## src/rtl/imap_rd_sched_pkg.sv

```systemverilog
// Shared definitions for the imap read scheduler: FSM encoding, window size,
// buffer read latency and the per-word tag carried alongside the read data.
package imap_rd_sched_pkg;

  typedef enum logic [1:0] {
    ST_IDLE  = 2'd0,
    ST_CHECK = 2'd1,
    ST_RUN   = 2'd2,
    ST_DRAIN = 2'd3
  } state_t;

  localparam int KSIZE  = 3;
  localparam int RD_LAT = 1;

  typedef struct packed {
    logic       vld;
    logic [1:0] ky;
    logic       xfirst;
    logic       xlast;
    logic       olast;
  } tag_t;

endpackage

```

## src/rtl/imap_addr_gen.sv

```systemverilog
// Nested cg/oy/ky/x window counters with running row-base registers; the read
// address is the current row base plus x, so no multiplier is needed.
module imap_addr_gen
  import imap_rd_sched_pkg::*;
#(
  parameter int AW    = 32,
  parameter int DIM_W = 10,
  parameter int CG_W  = 8
) (
  input  logic             clk,
  input  logic             rst,
  input  logic             i_init,
  input  logic             i_step,
  input  logic [AW-1:0]    i_base,
  input  logic [DIM_W-1:0] i_w,
  input  logic [DIM_W-1:0] i_h,
  input  logic [CG_W-1:0]  i_cg,
  output logic [AW-1:0]    o_addr,
  output logic [1:0]       o_ky,
  output logic             o_xfirst,
  output logic             o_xlast,
  output logic             o_last
);

  logic [DIM_W-1:0] r_x;
  logic [DIM_W-1:0] r_oy;
  logic [1:0]       r_ky;
  logic [CG_W-1:0]  r_cg;
  logic [AW-1:0]    r_row;
  logic [AW-1:0]    r_win;

  logic          w_x_last;
  logic          w_ky_last;
  logic          w_oy_last;
  logic          w_cg_last;
  logic [AW-1:0] w_w_ext;

  assign w_w_ext   = AW'(i_w);
  assign w_x_last  = (r_x == i_w - DIM_W'(1));
  assign w_ky_last = (r_ky == 2'(KSIZE - 1));
  assign w_oy_last = (r_oy == i_h - DIM_W'(KSIZE));
  assign w_cg_last = (r_cg == i_cg - CG_W'(1));

  assign o_addr   = r_row + AW'(r_x);
  assign o_ky     = r_ky;
  assign o_xfirst = (r_x == '0);
  assign o_xlast  = w_x_last;
  assign o_last   = w_x_last & w_ky_last & w_oy_last & w_cg_last;

  always_ff @(posedge clk) begin
    if (rst) begin
      r_x   <= '0;
      r_oy  <= '0;
      r_ky  <= '0;
      r_cg  <= '0;
      r_row <= '0;
      r_win <= '0;
    end else if (i_init) begin
      r_x   <= '0;
      r_oy  <= '0;
      r_ky  <= '0;
      r_cg  <= '0;
      r_row <= i_base;
      r_win <= i_base;
    end else if (i_step) begin
      if (!w_x_last) begin
        r_x <= r_x + DIM_W'(1);
      end else begin
        r_x <= '0;
        if (!w_ky_last) begin
          r_ky  <= r_ky + 2'd1;
          r_row <= r_row + w_w_ext;
        end else begin
          r_ky <= '0;
          if (!w_oy_last) begin
            r_oy  <= r_oy + DIM_W'(1);
            r_win <= r_win + w_w_ext;
            r_row <= r_win + w_w_ext;
          end else begin
            // Last window row is h-1, so one more row lands on the next group's row 0
            r_oy  <= '0;
            r_cg  <= r_cg + CG_W'(1);
            r_win <= r_row + w_w_ext;
            r_row <= r_row + w_w_ext;
          end
        end
      end
    end
  end

endmodule

```

## src/rtl/imap_rd_sched.sv

```systemverilog
// Read-side scheduler for the input feature map buffer: walks the 3x3 window
// schedule, issues paced reads and tags each returned word for the MAC array.
module imap_rd_sched
  import imap_rd_sched_pkg::*;
#(
  parameter int AW    = 32,
  parameter int DIM_W = 10,
  parameter int CG_W  = 8
) (
  input  logic             clk,
  input  logic             rst,
  input  logic             start,
  input  logic [AW-1:0]    cfg_base,
  input  logic [DIM_W-1:0] cfg_w,
  input  logic [DIM_W-1:0] cfg_h,
  input  logic [CG_W-1:0]  cfg_cg,
  input  logic             mac_ready,
  output logic             imap_ren,
  output logic [AW-1:0]    imap_raddr,
  output logic             imap_dvld,
  output logic [1:0]       imap_ky,
  output logic             imap_xfirst,
  output logic             imap_xlast,
  output logic             imap_olast,
  output logic             busy,
  output logic             done,
  output logic             cfg_err
);

  state_t           r_state;
  logic [AW-1:0]    r_base;
  logic [DIM_W-1:0] r_w;
  logic [DIM_W-1:0] r_h;
  logic [CG_W-1:0]  r_cg;
  logic [AW-1:0]    r_last_addr;
  logic             r_busy;
  logic             r_done;
  logic             r_err;

  logic          w_issue;
  logic          w_cfg_bad;
  logic [AW-1:0] w_addr;
  logic [1:0]    w_ky;
  logic          w_xfirst;
  logic          w_xlast;
  logic          w_last;
  tag_t          w_tag_in;
  tag_t          w_tag_out;

  assign w_issue   = (r_state == ST_RUN) & mac_ready;
  assign w_cfg_bad = (r_w == '0) | (r_h < DIM_W'(KSIZE)) | (r_cg == '0);

  imap_addr_gen #(
    .AW    (AW),
    .DIM_W (DIM_W),
    .CG_W  (CG_W)
  ) u_addr_gen (
    .clk      (clk),
    .rst      (rst),
    .i_init   (r_state == ST_CHECK),
    .i_step   (w_issue),
    .i_base   (r_base),
    .i_w      (r_w),
    .i_h      (r_h),
    .i_cg     (r_cg),
    .o_addr   (w_addr),
    .o_ky     (w_ky),
    .o_xfirst (w_xfirst),
    .o_xlast  (w_xlast),
    .o_last   (w_last)
  );

  // Ready gates the strobe directly so the word arrives exactly one cycle after ready
  assign imap_ren   = w_issue;
  assign imap_raddr = w_issue ? w_addr : r_last_addr;

  assign w_tag_in = w_issue ? '{vld: 1'b1, ky: w_ky, xfirst: w_xfirst,
                                xlast: w_xlast, olast: w_last} : '0;

  for (genvar gi = 0; gi < RD_LAT; gi++) begin : g_tag
    tag_t r_stage;
    if (gi == 0) begin : g_head
      always_ff @(posedge clk) begin
        if (rst) r_stage <= '0;
        else     r_stage <= w_tag_in;
      end
    end else begin : g_body
      always_ff @(posedge clk) begin
        if (rst) r_stage <= '0;
        else     r_stage <= g_tag[gi-1].r_stage;
      end
    end
  end

  assign w_tag_out   = g_tag[RD_LAT-1].r_stage;
  assign imap_dvld   = w_tag_out.vld;
  assign imap_ky     = w_tag_out.ky;
  assign imap_xfirst = w_tag_out.xfirst;
  assign imap_xlast  = w_tag_out.xlast;
  assign imap_olast  = w_tag_out.olast;

  assign busy    = r_busy;
  assign done    = r_done;
  assign cfg_err = r_err;

  always_ff @(posedge clk) begin
    if (rst) begin
      r_state     <= ST_IDLE;
      r_base      <= '0;
      r_w         <= '0;
      r_h         <= '0;
      r_cg        <= '0;
      r_last_addr <= '0;
      r_busy      <= 1'b0;
      r_done      <= 1'b0;
      r_err       <= 1'b0;
    end else begin
      r_done <= 1'b0;
      r_err  <= 1'b0;
      case (r_state)
        ST_IDLE: begin
          if (start) begin
            r_base  <= cfg_base;
            r_w     <= cfg_w;
            r_h     <= cfg_h;
            r_cg    <= cfg_cg;
            r_busy  <= 1'b1;
            r_state <= ST_CHECK;
          end
        end
        ST_CHECK: begin
          if (w_cfg_bad) begin
            r_done  <= 1'b1;
            r_err   <= 1'b1;
            r_busy  <= 1'b0;
            r_state <= ST_IDLE;
          end else begin
            r_state <= ST_RUN;
          end
        end
        ST_RUN: begin
          if (w_issue) begin
            r_last_addr <= w_addr;
            if (w_last) begin
              r_done  <= 1'b1;
              r_state <= ST_DRAIN;
            end
          end
        end
        ST_DRAIN: begin
          r_busy  <= 1'b0;
          r_state <= ST_IDLE;
        end
        default: r_state <= ST_IDLE;
      endcase
    end
  end

endmodule

```

## config.mk

```make
export PLATFORM = sky130hd
export DESIGN_NAME = imap_rd_sched
export DESIGN_NICKNAME = d
export VERILOG_FILES = /design/src/rtl/imap_rd_sched_pkg.sv /design/src/rtl/imap_addr_gen.sv /design/src/rtl/imap_rd_sched.sv
export SDC_FILE = /design/constraint.sdc
export NUM_CORES = 1
export LEC_CHECK = 0
export ABC_AREA = 1
export ABC_CLOCK_PERIOD_IN_PS = 7230
export BUFFER_PORTS_ARGS = -buffer_cell sky130_fd_sc_hd__buf_2
export CORE_MARGIN = 10
export CORE_UTILIZATION = 65
export DETAILED_ROUTE_END_ITERATION = 8
export PLACE_DENSITY = 0.81
export SLEW_MARGIN = 40
export SYNTH_ARGS = -nofsm -noshare
export SYNTH_HDL_FRONTEND = slang
export SYNTH_SLANG_ARGS = --single-unit
```

## constraint.sdc

```tcl
create_clock -name clk -period 7.23 [get_ports clk]
set_input_delay 1.446 -clock clk [delete_from_list [all_inputs] [get_ports clk]]
set_output_delay 1.446 -clock clk [all_outputs]
set_load 0.02 [all_outputs]
```

==> flow_metrics.env <==
export IMPL_post_route_util_pct=72.3
export IMPL_crit_path_max_fanout=5
export IMPL_drtPass1Iterations=6
export IMPL_wl_met3_um=2820
export IMPL_final_nets=2328
export IMPL_fmax_ghz=0.216
export IMPL_antenna_found_initial=0
export IMPL_cts_tree="yes"
export IMPL_root_buffer="clkbuf_16"
export IMPL_post_cts_buffers=0
export IMPL_ys_types=47
export IMPL_synthMuxAreaShare_pct=0
export IMPL_hold_viol=0
export IMPL_io_pins=106
export IMPL_dieArea_mm2=0.0266
export IMPL_cp_cell_sequence="ha_1, inv_1, fa_1, inv_1, nand2_1, o21ai_1, nand2_1, nand2_1, nand2_1, nand2_1, a21oi_1, nor2_1, xor2_1, nand2_1, o21ai_0, inv_1, buf_2"
export IMPL_layout_min_cycle_time_ns=4.64
export IMPL_n_antenna_cell=0
export IMPL_yosysWarningCount=0
export IMPL_synth_fa_ha_area_share_pct=4.40
export IMPL_area_delta_synth_final_pct=9.49
export IMPL_drive_above_1_share_pct=8.74
export IMPL_design_area_mm2=0.0146
export IMPL_grt_max_degree=84
export IMPL_ir_drop_uv=190
export IMPL_power_density_mw_per_mm2=303
export IMPL_critPathBufInv=4
export IMPL_fin_crit_sh_pct=64.2
export IMPL_hold_class="register to register"
export IMPL_drv_slew=0
export IMPL_synth_most_common_cell="nand2_1"
export IMPL_cpMostUsedCell="nand2_1"
export IMPL_track_usage_pct=30.2
export IMPL_viasPerCell=5.66
export IMPL_ys_ff_latch=197
export IMPL_grt_pass1_wl_um=65500
export IMPL_cpMaxStageDelayCell="dfxtp_1"
export IMPL_critical_path_class="register to output pin"
export IMPL_cts_buffers=17
export IMPL_cts_sinks=197
export IMPL_synth_edff_count=0
export IMPL_grt_overflow_total=0
export IMPL_cp_slowest_stage_delay_ns=0.40
export IMPL_startpoint_type="register"
export IMPL_cts_path_max_buffers=2
export IMPL_syn_area_per_cell_um2=6.17
export IMPL_synth_xor_area_share_pct=5.92
export IMPL_crit_family="simple AND/OR/NAND/NOR gates"
export IMPL_h_tree_depth=4
export IMPL_leakage_uw=0.00734
export IMPL_wl_met2_um=19800
export IMPL_tightest_slew_ns=0.699
export IMPL_die_w_um=163
export IMPL_die_h_um=163
export IMPL_n_fill_cell=1769
export IMPL_yosysTopAreaCell="dfxtp_1"
export IMPL_syn_inst=2157
export IMPL_tns_ns=0
export IMPL_end_kind="output pin"
export IMPL_ys_seq_area_share_pct=29.6
export IMPL_detail_route_wl_per_cell_um=16.5
export IMPL_synth_top_flop_cell="dfxtp_1"
export IMPL_place_ws_ns=2.78
export IMPL_finClkSkew_ns=0.0137
export IMPL_hpwl_um=31300
export IMPL_rsz0062_at_grt="false"
export IMPL_start_util_pct=66.0
export IMPL_synth_top_family_by_area="simple AND/OR/NAND/NOR gates"
export IMPL_io_buffers=105
export IMPL_finalSetupViolations=0
export IMPL_synth_area_leaders="dfxtp_1 30%, nand2_1 17%, inv_1 7.6%"
export IMPL_top_layer="met4"
export IMPL_vias=14200
export IMPL_syn_nets=2266
export IMPL_synth_simple_area_share_pct=37.5
export IMPL_cp_required_ns=5.78
export IMPL_holdBufCountCts=0
export IMPL_syn_area_mm2=0.0133
export IMPL_m1WireLength_um=16400
export IMPL_clk_insertion_delay_late_ns=0.44
export IMPL_seq_area_mm2=0.00394
export IMPL_ant_nets=0
export IMPL_wirelength_um=41400
export IMPL_synth_top_cell_area_share_pct=29.6
export IMPL_first_iter_violations=1313
export IMPL_multi_input_area_mm2=0.00803
export IMPL_outcome="finished clean"
export IMPL_core_area_mm2=0.0202
export IMPL_placed_area_mm2=0.0139
export IMPL_async_flop_share_pct=0
export IMPL_setup_slack_ns=2.59
export IMPL_grt_pass1_vias=13300
export IMPL_ys_top_cells_by_count="618 x nand2_1, 271 x inv_1, 248 x nor2_1"
export IMPL_cts_resized=0
export IMPL_synth_compound_area_share_pct=12.5
export IMPL_drv_cap=0
export IMPL_slew_headroom_pct=53.4
export IMPL_power_uw=4420
export IMPL_rows=52
export IMPL_critical_path_arrival_ns=3.19
export IMPL_gp_congestion=0.975
export IMPL_drcViolationCount=0
export IMPL_path_clk_slew_ns=0.07
path summary, 6_finish.rpt:
path	start	to	slack [ns]	cells after the start
worst min-delay path	r_last_addr[13]	r_last_addr[13]	0.47	2
worst min register to register	r_last_addr[13]	r_last_addr[13]	0.47	2
worst max-delay path	u_addr_gen.r_x[0]	imap_raddr[14]	2.59	17
worst max register to register	r_w[1]	u_addr_gen.r_row[5]	3.50	19
sequential cells by signal, indices dropped and copies added, names as in the netlist, named ones only:
signal and flops:
done 1, u_addr_gen.r_oy 10, u_addr_gen.r_win 32, r_last_addr 32
r_base 32, cfg_err 1, r_h 10, imap_xfirst 1
r_cg 8, imap_dvld 1, u_addr_gen.o_ky 2, busy 1
r_state 1, imap_xlast 1, imap_olast 1, r_w 10
imap_ky 2, u_addr_gen.r_x 10, u_addr_gen.r_cg 8, u_addr_gen.r_row 32
through the flow:
stage | std cells | hold slack, ns
final | 2501 | 0.474
after global routing | 2501 | 0.494
after CTS | 2501 | 0.476
after detailed placement | 2470 | 0.466
after global placement | 2470 | 0.460
after floorplan | 2157 | 0.448
tightest hold or removal path, cell delays in order (launching register included):
cell	delay, ns
dfxtp_1	0.30
nand2_1	0.07
a21oi_1	0.06
report_power, final:
group          internal (uW)  switching [uW]  total (uW)
Combinational            586            1230        1820
Sequential              1300             266        1560
Clock                    600             443        1040
logic make-up after synthesis:
kind of cell | after synthesis
xor+xnor | 90
compound gates | 314
fa+ha+maj | 45
flops | 197
simple gates | 1164
buf+inv | 347
placed cells by master (no fill, tap or decap), types with 21 or more instances in the layout:
cell type  Yosys  final
dfxtp_1      197    197
nor3_1        31     31
buf_2         12    105
inv_1        271    268
nand3_1      172    172
nand2_1      618    616
xor2_1        69     69
ha_1          42     41
a21oi_1      114    114
xnor2_1       21     21
o21ai_0      153    153
nand4_1       35     35
nor2_1       248    248
layout make-up:
cell class                 instances  area share [%]
clock buffer                      21            3.16
clock inverter                    10            1.17
inverter                         275            7.08
multi-input combinational       1613            55.1
sequential                       197            27.1
tap                              270            2.32
timing repair buffer             115            4.12
metal layers:
layer,GRT usage (%),up-vias
met5,0,-
met4,16.0,0
met3,4.66,154
met2,52.4,560
met1,35.2,6446
li1,-,7002
(Power assumes the default switching activity.)
